File: src/rtl/la_oai221_bist_if.sv
// Control/status and cell-side bundle for the oai221 BIST sequencer.
// Signals: start, vec, z_in, busy, done, pass, err_count, fail_valid, fail_vec, signature.
interface la_oai221_bist_if #(
  parameter int ERRW = 6
);
  logic            start;
  logic [4:0]      vec;
  logic            z_in;
  logic            busy;
  logic            done;
  logic            pass;
  logic [ERRW-1:0] err_count;
  logic            fail_valid;
  logic [4:0]      fail_vec;
  logic [15:0]     signature;

  modport master (
    output start,
    output z_in,
    input  vec,
    input  busy,
    input  done,
    input  pass,
    input  err_count,
    input  fail_valid,
    input  fail_vec,
    input  signature
  );

  modport slave (
    input  start,
    input  z_in,
    output vec,
    output busy,
    output done,
    output pass,
    output err_count,
    output fail_valid,
    output fail_vec,
    output signature
  );
endinterface

File: src/rtl/la_oai221_bist.sv
// BIST sequencer screening one oai221 cell: z = ~((a0|a1)&(b0|b1)&c0).
// Ports: clk, reset (sync, active-high), bus (slave): start/vec/z_in in/out,
//   busy/done/pass/err_count/fail_valid/fail_vec/signature status.
// Optional: LA_OAI221_BIST_MISR_EN adds a 16-bit MISR over sampled z_in.
module la_oai221_bist #(
  parameter string PROP   = "DEFAULT",
  parameter int    SETTLE = 2,
  parameter int    ERRW   = 6
) (
  input  logic              clk,
  input  logic              reset,
  la_oai221_bist_if.slave   bus
);

  localparam int CW = (SETTLE > 1) ? $clog2(SETTLE) : 1;
  localparam logic [CW-1:0] WLAST =
    (SETTLE > 0) ? CW'(SETTLE - 1) : '0;

  typedef enum logic [2:0] {
    S_IDLE,
    S_APPLY,
    S_WAIT,
    S_CHECK,
    S_DONE
  } state_t;

  state_t          state;
  logic [4:0]      idx;
  logic [CW-1:0]   wcnt;
  logic [4:0]      vec_q;
  logic            busy_q;
  logic            done_q;
  logic            pass_q;
  logic [ERRW-1:0] err_q;
  logic            fv_q;
  logic [4:0]      fvec_q;

  logic golden;
  logic mism;
  logic sat;
  logic accept;

  assign golden = ~((vec_q[0] | vec_q[1]) &
                    (vec_q[2] | vec_q[3]) &
                    vec_q[4]);
  assign mism   = bus.z_in != golden;
  assign sat    = &err_q;
  assign accept = bus.start &&
                  (state == S_IDLE || state == S_DONE);

  always_ff @(posedge clk) begin
    if (reset) begin
      state  <= S_IDLE;
      idx    <= '0;
      wcnt   <= '0;
      vec_q  <= '0;
      busy_q <= 1'b0;
      done_q <= 1'b0;
      pass_q <= 1'b0;
      err_q  <= '0;
      fv_q   <= 1'b0;
      fvec_q <= '0;
    end else begin
      unique case (state)
        S_IDLE, S_DONE: begin
          if (bus.start) begin
            state  <= S_APPLY;
            idx    <= '0;
            busy_q <= 1'b1;
            done_q <= 1'b0;
            pass_q <= 1'b0;
            err_q  <= '0;
            fv_q   <= 1'b0;
            fvec_q <= '0;
          end
        end
        S_APPLY: begin
          vec_q <= idx;
          wcnt  <= '0;
          state <= (SETTLE == 0) ? S_CHECK : S_WAIT;
        end
        S_WAIT: begin
          if (wcnt == WLAST) begin
            state <= S_CHECK;
          end else begin
            wcnt <= wcnt + 1'b1;
          end
        end
        S_CHECK: begin
          if (mism) begin
            if (!sat) err_q <= err_q + 1'b1;
            if (!fv_q) begin
              fv_q   <= 1'b1;
              fvec_q <= vec_q;
            end
          end
          if (idx == 5'd31) begin
            state  <= S_DONE;
            busy_q <= 1'b0;
            done_q <= 1'b1;
            // final mismatch counts too
            pass_q <= !(fv_q || mism);
          end else begin
            idx   <= idx + 5'd1;
            state <= S_APPLY;
          end
        end
        default: state <= S_IDLE;
      endcase
    end
  end

  assign bus.vec        = vec_q;
  assign bus.busy       = busy_q;
  assign bus.done       = done_q;
  assign bus.pass       = pass_q;
  assign bus.err_count  = err_q;
  assign bus.fail_valid = fv_q;
  assign bus.fail_vec   = fvec_q;

`ifdef LA_OAI221_BIST_MISR_EN
  logic [15:0] sig_q;

  always_ff @(posedge clk) begin
    if (reset) begin
      sig_q <= '0;
    end else if (accept) begin
      sig_q <= 16'hFFFF;
    end else if (state == S_CHECK) begin
      sig_q <= {sig_q[14:0], 1'b0} ^
               ((sig_q[15] ^ bus.z_in) ? 16'h1021 : 16'h0);
    end
  end

  assign bus.signature = sig_q;
`else
  assign bus.signature = 16'h0;
`endif

endmodule

File: src/flat_wrapper.sv
// flat-port wrapper written by rule: the top's interface ports become plain ports
module la_oai221_bist_flat 
#(
  parameter string PROP   = "       ",
  parameter int    SETTLE = 2,
  parameter int    ERRW   = 6
)
  (clk, reset, bus_start, bus_z_in, bus_vec, bus_busy, bus_done, bus_pass, bus_err_count, bus_fail_valid, bus_fail_vec, bus_signature);
  la_oai221_bist_if #(.ERRW(ERRW)) bus_i ();
  input  logic clk;
  input  logic reset;
  input wire logic [$bits(bus_i.start)-1:0] bus_start;
  input wire logic [$bits(bus_i.z_in)-1:0] bus_z_in;
  output wire logic [$bits(bus_i.vec)-1:0] bus_vec;
  output wire logic [$bits(bus_i.busy)-1:0] bus_busy;
  output wire logic [$bits(bus_i.done)-1:0] bus_done;
  output wire logic [$bits(bus_i.pass)-1:0] bus_pass;
  output wire logic [$bits(bus_i.err_count)-1:0] bus_err_count;
  output wire logic [$bits(bus_i.fail_valid)-1:0] bus_fail_valid;
  output wire logic [$bits(bus_i.fail_vec)-1:0] bus_fail_vec;
  output wire logic [$bits(bus_i.signature)-1:0] bus_signature;
  assign bus_i.start = bus_start;
  assign bus_i.z_in = bus_z_in;
  assign bus_vec = bus_i.vec;
  assign bus_busy = bus_i.busy;
  assign bus_done = bus_i.done;
  assign bus_pass = bus_i.pass;
  assign bus_err_count = bus_i.err_count;
  assign bus_fail_valid = bus_i.fail_valid;
  assign bus_fail_vec = bus_i.fail_vec;
  assign bus_signature = bus_i.signature;
  la_oai221_bist #(.PROP(PROP), .SETTLE(SETTLE), .ERRW(ERRW)) u_core (.clk(clk), .reset(reset), .bus(bus_i));
endmodule
File: config.mk
export PLATFORM = sky130hd
export DESIGN_NAME = la_oai221_bist_flat
export DESIGN_NICKNAME = d
export VERILOG_FILES = /design/src/rtl/la_oai221_bist_if.sv /design/src/rtl/la_oai221_bist.sv /design/src/flat_wrapper.sv
export SDC_FILE = /design/constraint.sdc
export NUM_CORES = 1
export LEC_CHECK = 0
export CAP_MARGIN = 15
export CORE_ASPECT_RATIO = 0.7
export CORE_UTILIZATION = 44
export CTS_CLUSTER_DIAMETER = 150
export CTS_CLUSTER_SIZE = 40
export DETAILED_ROUTE_END_ITERATION = 8
export PLACE_DENSITY = 0.76
export REMOVE_ABC_BUFFERS = 1
export SETUP_SLACK_MARGIN = 0.02
export SYNTH_ARGS = -nofsm -noshare
export SYNTH_HDL_FRONTEND = slang
export SYNTH_SLANG_ARGS = --single-unit
File: constraint.sdc
create_clock -name clk -period 1.95 [get_ports clk]
set_input_delay 0.585 -clock clk [delete_from_list [all_inputs] [get_ports clk]]
set_output_delay 0.585 -clock clk [all_outputs]
set_load 0.05 [all_outputs]
==> metrics, run 1 <==
via count=1464; Post-Syn Area=0.001583 mm2; Yosys reg bits=29; critical path arrival=2.04 ns; multi-input logic area=902.1 um2; switching part of the total=32.77%; Final Cycle Share=94.88%; Avg Cell Area, Syn=8.993 um2; global route overflow=0; row cnt=17; P_int=936.0 uW; max_cap viols=0; worst path required time=around 2.1 ns; H-tree level count=2; clk sinks=29; Via density=5.504; initial core utilization=48.01%; initial antenna violation count=0; EDFF count, synth=0; Skew-Pair Late Insertion Delay=0.30 ns; vias in the first global route=1417; GRT busiest layer=met2; Register Area=583.1 um2; Avg WL per Cell=15.44 um; placed insts=256; Max-slew headroom=58.85%; Bufs on Longest Clock Path=2; Worst Tran Pin Value=slightly above 0.6 ns; Hold Vio Cnt, Final=0; total power=1.392 mW; Final setup viols=0; top-level I/O count=40; port bufs=23; Crit. End Element=flop; Fmax achieved=~540 MHz; Clk network pwr share=36.1%; setup ws final=0.09977 ns; Leakage=0.8760 nW; largest net degree at the start of global routing=17; GRT Overall Usage=24.65%; first-pass GRT wire length=6803 um; fin cells=266; CP Buf/Inv Count=2; ys flop type=dfxtp_1; FILL cells=roughly 270; CTS clk-pin slew, worst paths=0.07 ns; Worst Setup Slack post-DPL=-0.1587 ns; critical-path cell list=clkdlybuf4s50_1, or3b_1, buf_4, nand2_1, nor2_1, nor4_1; warnings from Yosys=0; NetSw=456.3 uW; diodes inserted=0; Critical Path Fanout Max=7; CP max stage cell=clkdlybuf4s50_1; Largest stage delay, worst path=0.51 ns; Core Area=between 0.003 and 0.004 mm2; RSZ-0062 raised after global routing=false; cell count after synthesis=around 180; initial DRC count=142; die area=roughly 0.0038 mm2; maximum vdd ir drop=0.3168 mV; PwrDens=686.5 mW/mm2; M2 GR Usage=34.56%; CTS Root Cell=clkbuf_8; Post-DP HPWL=2971 um; sequential fraction of design power=45.0%; nets=225; total routed wirelength=4108 um; post-layout util=61.52%; clock skew=0.004572 ns; RD Place Congestion=slightly below 0.9; Die W=about 74 um; worst min-delay path class=flop to flop; Die Y=52.18 um; r2r setup slk=0.11 ns; largest delay contributor family on the critical path=simple AND/OR/NAND/NOR gates; status=finished clean; ANT nets after route=0; combinational fraction of design power=between 10% and 20%; Post-route DRC=0; first drt pass iteration count=4; CTS Hold Buffers Added=0; Period minus WS final=1.850 ns; CTS tree=built; post-synthesis sequential area ratio=36.68%; Crit Path Category=input pin to flop; Async SR Flop Fraction=0%; GRT met1 Usage=33.61%; Area Growth Syn to Fin=28.14%; layout cells sized above 1=just under 30%; CTS buffer count=5; Slew Viols, Final=0; Cell variety after synth=44; CP Launch Type=input pin; met3 Track Usage GR=9.231%
[kinds of logic after synthesis]
| family | count (synthesis) | share of synthesized area, % |
|---|---|---|
| AO/OA/AOI/OAI | 42 | 19.53 |
| XOR/XNOR | 5 | 3.716 |
| adder cells (fa/ha/maj) | 3 | 2.372 |
| buffers and inverters | 30 | 11.54 |
| flip-flops | 29 | 36.68 |
| multiplexers | 6 | 3.874 |
| other | 1 | 0.2369 |
| AND/OR/NAND/NOR | 60 | 22.06 |
[registers in the layout (all words and copies together) (netlist names)]
register	count
u_core.bus.err_count	6
u_core.bus.fail_vec	5
u_core.bus.vec	5
u_core.idx	5
u_core.state	3
u_core.bus.busy	1
u_core.bus.done	1
u_core.bus.fail_valid	1
u_core.bus.pass	1
u_core.wcnt	1
[stage by stage]
step | cell area (um2) | hold slack (ns) | TNS, ns
after floorplan | 1475 | 0.4574 | -0.2917
after global placement | 1902 | 0.4442 | -0.9970
after detailed placement | 1902 | 0.4710 | -1.404
after CTS | 1984 | 0.4835 | 0
after global routing | 2028 | 0.5140 | 0
final | 2028 | 0.4744 | 0
[synthesized netlist by cell type (2+ instances only)]
library cell   n  area [um2]
a31oi_1        3       18.77
nor2_1        16       60.06
o21ai_0        3       15.01
a221o_1        2       20.02
or4_1          3       22.52
xor2_1         2       17.52
inv_1          5       18.77
nand4_1        2       12.51
nor3_1         4       20.02
and3_1         6       37.54
nor2b_1        3       18.77
clkbuf_1       2       7.510
a22oi_1        2       15.01
mux2i_1        5       50.05
nand3_1        4       20.02
o311ai_0       7       61.31
xnor2_2        2       32.53
ha_1           3       37.54
nand2_1       11       41.29
nor4_1         3       18.77
a21oi_1       13       65.06
o211ai_1       5       37.54
dfxtp_1       29       580.6
buf_4         18       135.1
buf_1          3       11.26
buf_2          2       10.01
[power by group through the flow]
stage	Sequential, mW	Clock, mW	Combinational (mW)
floorplan	0.659	0	0.145
global placement	0.636	0	0.250
detailed placement	0.638	0	0.254
CTS	0.625	0.503	0.256
global route	0.628	0.540	0.283
finish	0.626	0.503	0.263
[cell usage in the layout (no fill, tap or decap), types with 7 or more instances in the layout]
cell      count
o311ai_0      7
dfxtp_1      27
a21oi_1      13
conb_1       16
buf_4        39
nand2_1      11
nor2_1       16
[worst register-to-register path: cells and delay by family, from the launching register on]
family / cells / cell delay (ns)
simple gates: 4 / 0.74
xor+xnor: 1 / 0.16
fa+ha+maj: 2 / 0.34
buf+inv: 1 / 0.19
flops: 1 / 0.33
[area by class of cell]
cell class / count / area share, %
Sequential cell: 29 / 28.75
Clock buffer: 6 / 3.578
Clock inverter: 2 / 0.4935
Tap cell: 47 / 2.899
Timing Repair Buffer: 45 / 18.88
Multi-Input combinational cell: 132 / 44.48
Inverter: 5 / 0.9254
[timing repair]
| item | in CTS | in global routing |
|---|---|---|
| setup endpoints to repair | 0 | 2 |
| setup buffers | 0 | 2 |
| resized for setup | 0 | 7 |
[path summary, 6_finish.rpt]
path | start | endpoint | depth (start not counted)
hold / removal | u_core.bus.done | u_core.bus.done | 2
hold reg to reg | u_core.bus.done | u_core.bus.done | 2
setup reg to reg | u_core.idx[0] | u_core.idx[3] | 8
setup / recovery | bus_start | u_core.bus.fail_valid | 6
[layer usage]
layer  up-vias  share of wire, %
met3        11               7.7
met1       678                47
met5         -                 0
met4         0               1.8
met2        77                43
li1        698                 -
No activity file was read; power rests on OpenSTA's default activity.
==> inputs of run 2 (changes only) <==
--- a/config.mk
+++ b/config.mk
@@ -11,9 +11,11 @@
 export CTS_CLUSTER_DIAMETER = 150
 export CTS_CLUSTER_SIZE = 40
 export DETAILED_ROUTE_END_ITERATION = 8
+export MAX_ROUTING_LAYER = met4
 export PLACE_DENSITY = 0.76
 export REMOVE_ABC_BUFFERS = 1
 export SETUP_SLACK_MARGIN = 0.02
+export SKIP_LAST_GASP = 1
 export SYNTH_ARGS = -nofsm -noshare
 export SYNTH_HDL_FRONTEND = slang
 export SYNTH_SLANG_ARGS = --single-unit
==> metrics, run 2 (same netlist as run 1, synthesis figures left out) <==
most frequent cells in the layout=39 x buf_4, 27 x dfxtp_1, 16 x nor2_1, 16 x conb_1, 13 x a21oi_1; initial DRC count=166 (+17%); Bufs on Longest Clock Path=2 (unchanged); critical-path cell list=clkdlybuf4s50_1, or3b_1, buf_4, nand2_1, nor2_1, nor4_1; row cnt=17 (unchanged); Largest stage delay, worst path=0.51 ns (about the same); initial core utilization=48.01% (unchanged); vias in the first global route=1412 (-0.35%); maximum vdd ir drop=0.3170 mV (about the same); total routed wirelength=4121 um (+0.32%); max FFs per register=6 (unchanged); FILL cells=273 (unchanged); worst hold margin=0.4738 ns (-0.0006610 ns); ANT nets after route=0 (unchanged); die area=0.003845 mm2 (unchanged); Leakage=0.8760 nW (unchanged); layout cells sized above 1=29.22% (unchanged); CP Buf/Inv Count=2 (unchanged); Slew Viols, Final=0 (unchanged); Crit. End Element=flop; Setup TNS=0 ns (unchanged); Area Growth Syn to Fin=28.14% (unchanged); leading cell type in the layout, fill and taps excluded=buf_4; Period minus WS final=1.849 ns (-0.001081 ns); Setup crit start=bus_start; placed insts=256 (unchanged); max_cap viols=0 (unchanged); combinational fraction of design power=19.0% (about the same); setup ws final=0.1009 ns (+0.001081 ns); CTS tree=built; clk sinks=29 (unchanged); Worst Setup Slack post-DPL=-0.1587 ns (unchanged); initial antenna violation count=0 (unchanged); Final Cycle Share=94.83% (about the same); diodes inserted=0 (unchanged); Post-DP HPWL=2971 um (unchanged); Fmax achieved=540.8 MHz (about the same); GRT Overall Usage=25.24% (+0.58 points); Hold Vio Cnt, Final=0 (unchanged); Hold Path End=u_core.bus.done; placed inst area=0.001902 mm2 (unchanged); RR Endpoint=u_core.idx[3]; R2R depth=8 (unchanged); fin cells=266 (unchanged); CP Launch Type=input pin; RSZ-0062 raised after global routing=false; Die W=73.69 um (unchanged); nets=225 (unchanged); largest delay contributor family on the critical path=simple AND/OR/NAND/NOR gates; Die Y=52.18 um (unchanged); CTS Hold Buffers Added=0 (unchanged); CTS buffer count=5 (unchanged); RD Place Congestion=0.9090 (+1.7%); Register Area=583.1 um2 (unchanged); NetSw=450.1 uW (-1.4%); sequential fraction of design power=45.2% (+0.2 points); multi-input logic area=902.1 um2 (unchanged); worst path required time=2.14 ns (about the same); clock skew=0.001432 ns (-0.003140 ns); total power=1.386 mW (-0.44%); Worst Tran Pin Value=0.6018 ns (-0.01215 ns); P_int=936.0 uW (about the same); worst min-delay path class=flop to flop; Post-route DRC=0 (unchanged); via count=1462 (-0.14%); WHS Path Cells=2 (unchanged); Final setup viols=0 (unchanged); CTS Root Cell=clkbuf_8; critical path arrival=2.04 ns (about the same); port bufs=23 (unchanged); Critical Path Fanout Max=7 (unchanged); r2r setup slk=0.11 ns (about the same); hold wc startpoint=u_core.bus.done; switching part of the total=32.47% (-0.30 points); first drt pass iteration count=5 (+1); largest net degree at the start of global routing=17 (unchanged); Clk network pwr share=35.8% (-0.3 points); final instance area=0.002028 mm2 (unchanged); Via density=5.496 (-0.14%); CP max stage cell=clkdlybuf4s50_1; Skew-Pair Late Insertion Delay=0.29 ns (about the same); Crit Path Category=input pin to flop; Max-slew headroom=59.66% (+0.81 points); first-pass GRT wire length=6803 um (unchanged); post-layout util=61.52% (unchanged); top-level I/O count=40 (unchanged); R2R Path Start=u_core.idx[0]; CTS clk-pin slew, worst paths=0.06 ns (about the same); status=finished clean; H-tree level count=2 (unchanged); PwrDens=683.4 mW/mm2 (-0.44%); Core Area=0.003297 mm2 (unchanged); global route overflow=0 (unchanged); Avg WL per Cell=15.49 um (+0.32%)
-- run 2: cell counts in the layout (fill, tap and decap cells not counted) --
Identical to the previous run, type by type.
-- run 2: power by group through the flow --
stage | Sequential [mW] | Clock (mW) | Combinational, mW
finish | 0.626 | 0.496 | 0.264
CTS | 0.625 | 0.503 | 0.256
global placement | 0.636 | 0 | 0.250
detailed placement | 0.638 | 0 | 0.254
global route | 0.628 | 0.537 | 0.283
floorplan | 0.659 | 0 | 0.145
-- run 2: worst min-delay path: stages, from the launching register on --
cell and delay, ns:
dfxtp_1 0.32, nand2_1 0.06, a21oi_1 0.06
-- run 2: final cells by class --
type | instances | share of cell area (%)
clock buffer | 6 | 3.578
timing repair buffer | 45 | 18.88
tap | 47 | 2.899
multi-input combinational | 132 | 44.48
inverter | 5 | 0.9254
clock inverter | 2 | 0.4935
sequential | 29 | 28.75
-- run 2: worst max-delay path by stage --
stage	endpoint	slack (ns)	depth (start not counted)
after floorplan	u_core.idx[3]	-0.16	7
after global placement	u_core.bus.fail_valid	-0.13	6
after detailed placement	u_core.idx[4]	-0.16	5
after CTS	u_core.idx[3]	0.08	8
after global routing	u_core.bus.fail_valid	0.03	6
final	u_core.bus.fail_valid	0.10	6
-- run 2: per-layer routing --
metal  track usage (%)  share of wire (%)  vias to the layer above
met2             34.56                 43                       76
met5                 -                  0                        -
met4             11.54                1.8                        0
met1             33.73                 47                      675
met3             8.077                8.0                       11
li1                  -                  -                      700
-- run 2: repair_timing --
| action | in CTS | in global routing |
|---|---|---|
| gates resized for setup | 0 | 7 |
| endpoints found under the setup margin | 0 | 2 |
| setup buffers | 0 | 2 |
